[src/rtl/fetch_pkg.sv]
// Shared types and constants for the instruction fetch front-end.
package fetch_pkg;

   // Entry widths; fetch_unit parameters must agree with these.
   localparam int PC_W   = 8;
   localparam int INST_W = 32;

   localparam logic [INST_W-1:0] NOP_WORD = '0;

   typedef enum logic {
      ST_RUN  = 1'b0,
      ST_HALT = 1'b1
   } fetch_state_t;

   typedef struct packed {
      logic [PC_W-1:0]   pc;
      logic [INST_W-1:0] inst;
   } entry_t;

endpackage

[src/rtl/fetch_buf.sv]
// Two-entry synchronous FIFO holding fetched {pc, inst} pairs.
// Flush wins over push and pop; head reads zero when empty.
module fetch_buf
   import fetch_pkg::*;
(
   input  logic       clk,
   input  logic       rst,
   input  logic       flush,
   input  logic       push,
   input  entry_t     push_entry,
   input  logic       pop,
   output entry_t     head,
   output logic       head_valid,
   output logic [1:0] count
);

   entry_t mem [2];
   logic   wr_ptr;
   logic   rd_ptr;
   logic   do_push;
   logic   do_pop;

   assign do_pop  = pop && (count != 2'd0);
   assign do_push = push && ((count < 2'd2) || do_pop);

   assign head_valid = (count != 2'd0);
   assign head       = head_valid ? mem[rd_ptr] : '0;

   // Pointer and occupancy update; flush discards everything including a same-cycle pop.
   always_ff @(posedge clk) begin
      if (rst || flush) begin
         wr_ptr <= 1'b0;
         rd_ptr <= 1'b0;
         count  <= 2'd0;
      end else begin
         if (do_push) wr_ptr <= ~wr_ptr;
         if (do_pop)  rd_ptr <= ~rd_ptr;
         case ({do_push, do_pop})
            2'b10:   count <= count + 2'd1;
            2'b01:   count <= count - 2'd1;
            default: count <= count;
         endcase
      end
   end

   // Entry storage; contents are masked by count, so no reset is needed.
   always_ff @(posedge clk) begin
      if (!rst && !flush && do_push) mem[wr_ptr] <= push_entry;
   end

endmodule

[src/rtl/fetch_unit.sv]
// Fetch front-end: owns the PC, drives the ROM address, buffers fetched
// words and stops on an all-zero word. Redirect beats everything but reset.
module fetch_unit
   import fetch_pkg::*;
#(
   parameter int ADDR_W       = 8,
   parameter int DATA_W       = 32,
   parameter bit STOP_ON_ZERO = 1'b1
) (
   input  logic              clk,
   input  logic              rst,
   input  logic              en,
   output logic [ADDR_W-1:0] imem_addr,
   input  logic [DATA_W-1:0] imem_rd,
   input  logic              redirect_valid,
   input  logic [ADDR_W-1:0] redirect_addr,
   output logic              inst_valid,
   output logic [DATA_W-1:0] inst_data,
   output logic [ADDR_W-1:0] inst_pc,
   input  logic              inst_ready,
   output logic              halted
);

   if (ADDR_W != PC_W || DATA_W != INST_W) begin : g_width_check
      $error("fetch_unit: ADDR_W/DATA_W must match fetch_pkg entry widths");
   end

   fetch_state_t      state;
   logic [ADDR_W-1:0] pc;
   logic [1:0]        count;
   logic              head_valid;
   entry_t            head;
   entry_t            push_entry;
   logic              pop;
   logic              can_fetch;
   logic              is_zero;
   logic              push;

   assign pop       = head_valid && inst_ready;
   assign can_fetch = (state == ST_RUN) && en && !redirect_valid &&
                      ((count < 2'd2) || pop);
   assign is_zero   = STOP_ON_ZERO && (imem_rd == NOP_WORD);
   assign push      = can_fetch && !is_zero;

   assign push_entry.pc   = pc;
   assign push_entry.inst = imem_rd;

   assign imem_addr  = pc;
   assign inst_valid = head_valid;
   assign inst_data  = head.inst;
   assign inst_pc    = head.pc;
   assign halted     = (state == ST_HALT);

   // PC and RUN/HALT control: redirect first, then fetch advance or halt on zero word.
   always_ff @(posedge clk) begin
      if (rst) begin
         pc    <= '0;
         state <= ST_RUN;
      end else if (redirect_valid) begin
         pc    <= redirect_addr;
         state <= ST_RUN;
      end else if (can_fetch) begin
         if (is_zero) state <= ST_HALT;
         else         pc    <= pc + ADDR_W'(1);
      end
   end

   fetch_buf u_buf (
      .clk        (clk),
      .rst        (rst),
      .flush      (redirect_valid),
      .push       (push),
      .push_entry (push_entry),
      .pop        (pop),
      .head       (head),
      .head_valid (head_valid),
      .count      (count)
   );

endmodule

[config.mk]
export PLATFORM = sky130hd
export DESIGN_NAME = fetch_unit
export DESIGN_NICKNAME = d
export VERILOG_FILES = /design/src/rtl/fetch_pkg.sv /design/src/rtl/fetch_buf.sv /design/src/rtl/fetch_unit.sv
export SDC_FILE = /design/constraint.sdc
export NUM_CORES = 1
export LEC_CHECK = 0
export ABC_AREA = 1
export CAP_MARGIN = 20
export CORE_MARGIN = 4
export CORE_UTILIZATION = 45
export DETAILED_ROUTE_END_ITERATION = 16
export GPL_ROUTABILITY_DRIVEN = 0
export PLACE_DENSITY = 0.76
export SLEW_MARGIN = 40
export SYNTH_ARGS = -nofsm -noshare
export SYNTH_HDL_FRONTEND = slang
export SYNTH_SLANG_ARGS = --single-unit
[constraint.sdc]
create_clock -name clk -period 3.7 [get_ports clk]
set_clock_uncertainty 0.1 [all_clocks]
set_input_delay 0.74 -clock clk [delete_from_list [all_inputs] [get_ports clk]]
set_output_delay 0.74 -clock clk [all_outputs]
set_load 0.1 [all_outputs]
**After elaboration in Yosys (flattened, before gate mapping)**

Memory sizes are Yosys's and may differ from the RTL's. A register that Yosys moved wholly into a read port is not among the register bits.
Index checks and enable logic that the tools add are counted.

- RAM bits: 80
- Memories: 1
- Input port bits: 45
- Logic and storage cells: 47
- Register bits after elaboration: 13

Memory list:

| memory | words | width | rd ports | clocked after Yosys merged registers in | wr ports | line | text |
|---|---|---|---|---|---|---|---|
| u_buf.mem | 2 | 40 | 1 | 1 | 1 | fetch_buf.sv:17 | `entry_t mem [2];` |

- Reduce and logical (&&, ||, !) cells: 22
- Multiplexer cells: 9
- Bitwise gates (word level): 3
- Add/subtract/negate cells: 3
- Eq/ne operators: 3
- $lt $le $gt $ge: 1

Operators by type and width:

| kind | number |
|---|---|
| 2-to-1 mux 40 bit | 1 |
| logical NOT 32 bit | 1 |
| 2-to-1 mux 8 bit | 3 |
| logical AND 1 bit | 9 |
| adder 8 x 1 -> 8 bit (second input constant) | 1 |
| nonzero test 2 bit | 3 |
| 2-to-1 mux 1 bit | 4 |
| case mux 2 bit (2 select lines) | 1 |
| AND reduction 2 bit | 2 |
| logical NOT 1 bit | 3 |
| logical OR 1 bit | 3 |
| NOT 1 bit | 3 |
| adder 2 x 1 -> 2 bit (second input constant) | 1 |
| == test 2 x 1 -> 1 bit (second input constant) | 1 |
| == test 2 bit (second input constant) | 1 |
| < comparator 2 bit (second input constant) | 1 |
| inequality test 2 bit (second input constant) | 1 |
| OR reduction 2 bit | 1 |
| subtractor 2 x 1 -> 2 bit (second input constant) | 1 |

**Logic depth before layout (Yosys ltp)**

- Depth after elaboration: 9
- Gate-level depth with buffers: 11

**By module**

A second synthesis with hierarchy kept.

- Cells, all modules: 380
- Area, all modules: 3,960.0 um^2

By module, submodules not included:

| module | area an instance (um^2) | seq. area each (um^2) | cells each | times used |
|---|---|---|---|---|
| fetch_buf | 3,235.6 | 2,502.4 | 252 | 1 |
| fetch_unit | 724.4 | 180.2 | 128 | 1 |

**Worst setup path before layout**

OpenSTA, ideal clock, no wires.

- Path kind: reg2reg
- Start: register state (netlist: halted)
- End: memory u_buf.mem[0][0] (netlist bit) (enable)
- Cell stages (with the launch flop): 5
- Clock period less this slack: 3.625 ns
- Required time: 3.162 ns
- Path slack: 0.075 ns
- Buffers on the path: 1
- Arrival: 3.087 ns
- Cells stage by stage: dfxtp_1 -> nor4_2 -> o21ai_2 -> buf_6 -> nor2_1

- Word-level cells in the longest chain between the ends: 9

RTL lines:

| what | line | text |
|---|---|---|
| start, declared | fetch_unit.sv:28 | `fetch_state_t state;` |
| start signal, assigned | fetch_unit.sv:58 | `state <= ST_RUN;` |
| start signal, assigned | fetch_unit.sv:61 | `state <= ST_RUN;` |
| start signal, assigned | fetch_unit.sv:63 | `if (is_zero) state <= ST_HALT;` |
| NOT 1 bit | fetch_unit.sv:40 | `assign can_fetch = (state == ST_RUN) && en && !redirect_valid &&` |
| logical AND 1 bit (3 in series) | fetch_unit.sv:40 |  |
| logical AND 1 bit | fetch_unit.sv:43 | `assign push = can_fetch && !is_zero;` |
| logical AND 1 bit | fetch_buf.sv:24 | `assign do_push = push && ((count < 2'd2) \|\| do_pop);` |
| logical AND 1 bit | fetch_buf.sv:48 | `if (!rst && !flush && do_push) mem[wr_ptr] <= push_entry;` |
| 2-to-1 mux 1 bit | fetch_buf.sv:48 |  |
| 2-to-1 mux 1 bit (implied by the code) | fetch_buf.sv:48 |  |
| end, declared | fetch_buf.sv:17 |  |

Every way passes these cells.

==> reports/metrics.cfg <==
[sta]
fmax_mhz = 330.1
setup_tns_ns = 0
rsz0062_at_grt = no
maxSlewViolCount = 0
hold_viol_final = 0
slew-limit-headroom_pct = 53.94
setup_viol = 0
post-route-min-period_ns = 3.029
finalCritPeriodShare_pct = 81.86
tightestPinTransition_ns = 0.6909

[worst_setup_path]
crit_type = reg2out
r2r_cells = 7
cp.depth = 4
cp_slowest_stage_delay_ns = 0.75
critPathTopFamily = flip-flops
arrival_ns = 2.19
cp_max_fo = 25
crit_buf_inv = 2
critPathRequiredTime_ns = 2.86
cpMaxStageDelayCell = dfxtp_1
crit_chain = buf_4, nand2_1, a21oi_1, buf_12
endpoint_kind = output port
start_kind = flop

[pwr]
power.density_nw_per_um2 = 420.7
ir_worst_vdd_uv = 231.7
leakage_nw = 2.092

[cts]
h-tree-depth = 3
cts_tree = yes
postCtsResizedCells = 0
hold_buffers = 0
clock-sinks = 94
postCtsSetupBuffers = 0
path_clk_slew_ns = 0.09
cts_buffers = 9
clkLatencyLatePin_ns = 0.37
cts.path.max_buffers = 2
clockRootBuffer = clkbuf_8

[floorplanning]
rows = 33
die_w_um = 101.8
io_pins = 95
initial_core_util_pct = 47.25
die_area_um2 = 10370
core_um2 = 8382
die_h_um = 101.8

[cells_and_area]
stdcell_area_um2 = 5669
area_growth_pct = 43.16
final_util_pct = 67.64
fill_cells = 607
drive_above_1_share_pct = 20.34
fin_nets = 514
n_antenna_cell = 0

[min_path]
hp-class = reg2reg
min_path_cells = 2

[drt]
firstDrtPassIters = 4
viasPerCell = 5.071
wl_um = 9229
avgRoutedWirePerCell_um = 15.99
drc_errors = 0
num_vias = 2926
drt_iter0_markers = 197
detail-route-antenna-nets = 0

[global_routing]
grt_util_all_layers_pct = 18.45
grt_antenna_before_repair = 0
grt_max_degree = 41
grt_pass1_vias = 2842
grt.overflow.total = 0
grt_pass1_wl_um = 14400

[synthesis]
ys_seq_elements = 94
ys_warn_count = 0
yosysUniqueCellTypes = 24
syn_nets = 418
syn_area_um2 = 3960
ys_seq_area_share_pct = 67.74
synthesis.instances = 371
syn_area_per_cell_um2 = 10.67

[status]
outcome = finished clean

[placement]
post_dp_cell_area_um2 = 5425
dpl.hpwl_um = 6492
portBuffers = 94

[flow_run]
max_cap_violations = 0

[cell type report]
type	count	area [um^2]	area share [%]
inverter	15	56.30	0.9932
timing repair buffer	102	1394	24.59
tap	105	131.4	2.317
clock buffer	9	123.9	2.185
multi-input combinational	245	1161	20.48
clock inverter	7	120.1	2.119
sequential	94	2683	47.32
[worst min-delay path: cells and delay by family (launching register included)]
family,cells,cell delay [ns]
DFF,1,0.32
and+or+nand+nor,1,0.07
AOI/OAI and AO/OA,1,0.06
[path summary, 6_finish.rpt]
kind                                                 from                          end  slack (ns)
worst max-delay path                                 flop                inst_data[19]        0.67
worst min register to register  u_buf.wr_ptr$_SDFFE_PP0P_    u_buf.wr_ptr$_SDFFE_PP0P_        0.40
worst min-delay path            u_buf.wr_ptr$_SDFFE_PP0P_    u_buf.wr_ptr$_SDFFE_PP0P_        0.40
worst max register to register        halted$_SDFFE_PP0P_  u_buf.count[1]$_SDFFE_PP0P_        1.53
[cells in the final DEF (no fill, tap or decap)]
cell             instances
a21oi_1                 49
a21oi_2                  5
buf_12                  42
buf_2                    3
buf_4                   13
bufinv_16                3
clkbuf_8                 9
clkdlybuf4s50_1         44
clkinv_2                 1
clkinvlp_4               1
dfxtp_1                 14
edfxtp_1                80
ha_1                     2
inv_1                   12
inv_2                    3
inv_6                    2
nand2_1                119
nand2_2                  2
nand3_1                 13
nand3_2                  5
nor2_1                  31
nor2_2                   1
nor2_4                   2
nor3_4                   1
nor4_2                   1
o21ai_0                  6
o21ai_1                  3
o21ai_2                  1
o21bai_1                 2
o31ai_4                  1
xor2_1                   1
[Yosys cell counts]
master	n	area, um^2
o21ai_2	1	8.760
o21ai_0	6	30.03
nand3_2	5	50.05
nand2_2	2	12.51
xor2_1	1	8.760
nor2_1	33	123.9
clkbuf_1	13	48.80
dfxtp_1	14	280.3
o31ai_4	1	21.27
nor2_2	1	6.260
edfxtp_1	80	2402
inv_1	12	45.04
inv_2	3	11.26
o21ai_1	3	15.01
a21oi_2	5	43.79
nor4_2	1	12.51
buf_6	2	22.52
nand3_1	13	65.06
ha_1	2	25.02
o21bai_1	2	15.01
nand2_1	119	446.7
nor3_2	1	10.01
a21oi_1	49	245.2
buf_2	2	10.01
[registers in the layout, summed over array words and instances, names as in the netlist, named ones only]
signal	count
halted	1
u_buf.count	2
u_buf.mem	80
u_buf.wr_ptr	1
imem_addr	8
u_buf.rd_ptr	1
[through the flow]
step                hold slack, ns  total power, mW  worst slack [ns]  cells
floorplan                   0.3316            1.437           0.07515    371
global placement            0.3417            1.595            0.3770    561
detailed placement          0.3821            1.599            0.3222    561
CTS                         0.4008            2.399            0.6661    577
global route                0.4311            2.464            0.4615    577
finish                      0.3957            2.385            0.6710    577
[layer usage]
layer  global-route usage, %  wire length, um  up-vias
met3                   4.027              575       16
met5                       0                0        -
li1                        -                -     1454
met2                   31.14             4721       92
met4                   7.669              215        0
met1                   23.17             3716     1364
[report_power, final]
part | total, mW | switching (mW) | internal [mW] | leakage (nW)
Sequential | 1.18 | 0.0174 | 1.17 | 0.843
Clock | 0.811 | 0.359 | 0.452 | 0.120
Combinational | 0.391 | 0.257 | 0.134 | 1.13
[kinds of logic after synthesis]
logic type	Yosys count	synth area share [%]
buffers and inverters	32	3.475
DFF	94	67.74
adders and majority gates	2	0.6318
xor gates and xnor gates	1	0.2212
AOI/OAI and AO/OA	67	9.573
and+or+nand+nor	175	18.36
Note: power is estimated with default switching activity, not from simulation.
==> patch, RTL diff (same flow settings) <==
The parameter `STOP_ON_ZERO` goes from 1'b1 to 1'b0.
--- a/src/rtl/fetch_unit.sv
+++ b/src/rtl/fetch_unit.sv
@@ -5,7 +5,7 @@
 #(
    parameter int ADDR_W       = 8,
    parameter int DATA_W       = 32,
-   parameter bit STOP_ON_ZERO = 1'b1
+   parameter bit STOP_ON_ZERO = 1'b0
 ) (
    input  logic              clk,
    input  logic              rst,
Check against the original RTL: not equivalent (Yosys sat finds a counterexample within 4 cycles, from zero or initial values and one cycle with rst high).
==> patch against the unedited design <==
- routed wire length shrank 12%
- count of clock-buffer cells in the layout grew 1
- setup slack gained 0.19 ns
- sequential cell count shrank 1
- final area shrank 4.5%
- combinational power shrank 10%
- total power shrank 9.1%
- synthesized area shrank 4.7%
- critical endpoint is now inst_data[28]
- highest routed layer unchanged
==> patch: results (changes against the unedited design) <==
run_status:
  status: "completed"
synth:
  synthXorXnorAreaFrac: 0  # -0.002212
  synth_commonest_cells: "118 x nand2_1, 80 x edfxtp_1, 47 x a21oi_1"
  yosys.area_share.adder: 0.006633  # +0.0003144
  ys_types: 25  # +4.2%
  synth-compound-area-share: 0.07430  # -0.02144
  ys_seq_area_frac: 0.7058  # +0.02840
  synth_edf_count: 80  # unchanged
  synthCells: 341  # -8.1%
  synth_area_leaders: "edfxtp_1 64%, nand2_1 12%, dfxtp_1 6.9%"
power:
  swShare: 0.2649  # -0.0006520
  pg_clk_mw: 0.642  # -21%
  max-vdd-ir-drop_uv: 246.6  # +6.4%
  power.leakage_nw: 2.005  # -4.1%
routing:
  first_iter_violations: 140  # -29%
  wl_met2_mm: 4.136  # -12%
  wl_met3_um: 681  # +18%
  viasPerCell: 5.002  # -1.4%
  wirelength_met1_mm: 3.268  # -12%
  wl_per_cell_um: 14.97  # -6.4%
setup_path:
  critPathSlowestCell: "buf_4"
  slowest_delay_ns: 0.36  # -0.39 ns
  critical-path-top-delay-family: "buffers and inverters"
  arrival_ns: 1.99  # -0.20 ns
global_route:
  grt_pass1_vias: 2604  # -8.4%
  grt_first_pass_wirelength_mm: 12.82  # -11%
  gr-usage-met1: 0.2168  # -0.01491
  grtUsageMet3: 0.05680  # +0.01653
  grt_usage: 0.1681  # -0.01638
placed_design:
  dp.cells: 529  # -5.7%
  dpl.hpwl_mm: 5.590  # -14%
  place_ws_ns: 0.7684  # +0.4462 ns
  place_area_sq_um: 5225  # -3.7%
  io_buffers: 93  # -1.1%
cells_and_area:
  drive_gt1_frac: 0.1773  # -0.02612
  nets: 482  # -6.2%
sta:
  tightestPinTransition_ns: 0.5334  # -0.1574 ns
clock_tree:
  clk_latency_ns: 0.34  # -0.03 ns
  clk_path_buf_depth: 2  # unchanged
[patch: cell count changes in the layout (fill, tap and decap cells not counted), sizes merged, moves of 3 or more]
cell / change
nor2: -15
buf: -3
nand3: -3
a21oi: -5
o21ai: -9
[patch: cell type report]
type                       instances  area [sq um]
fill                             603          2760
sequential                        93          2663
timing repair buffer              99          1381
multi-input combinational        216         987.2
tap                              105         131.4
clock buffer                      10         127.6
clock inverter                     6         62.56
inverter                          16         62.56
[patch: final timing paths]
kind                          startpoint  slack, ns                           to  cells past startpoint
max reg2reg  u_buf.count[1]$_SDFFE_PP0P_       1.58  u_buf.count[0]$_SDFFE_PP0P_                      6
max                            flip-flop       0.87                inst_data[28]                      5
min            u_buf.wr_ptr$_SDFFE_PP0P_       0.38    u_buf.wr_ptr$_SDFFE_PP0P_                      2
min reg2reg    u_buf.wr_ptr$_SDFFE_PP0P_       0.38    u_buf.wr_ptr$_SDFFE_PP0P_                      2
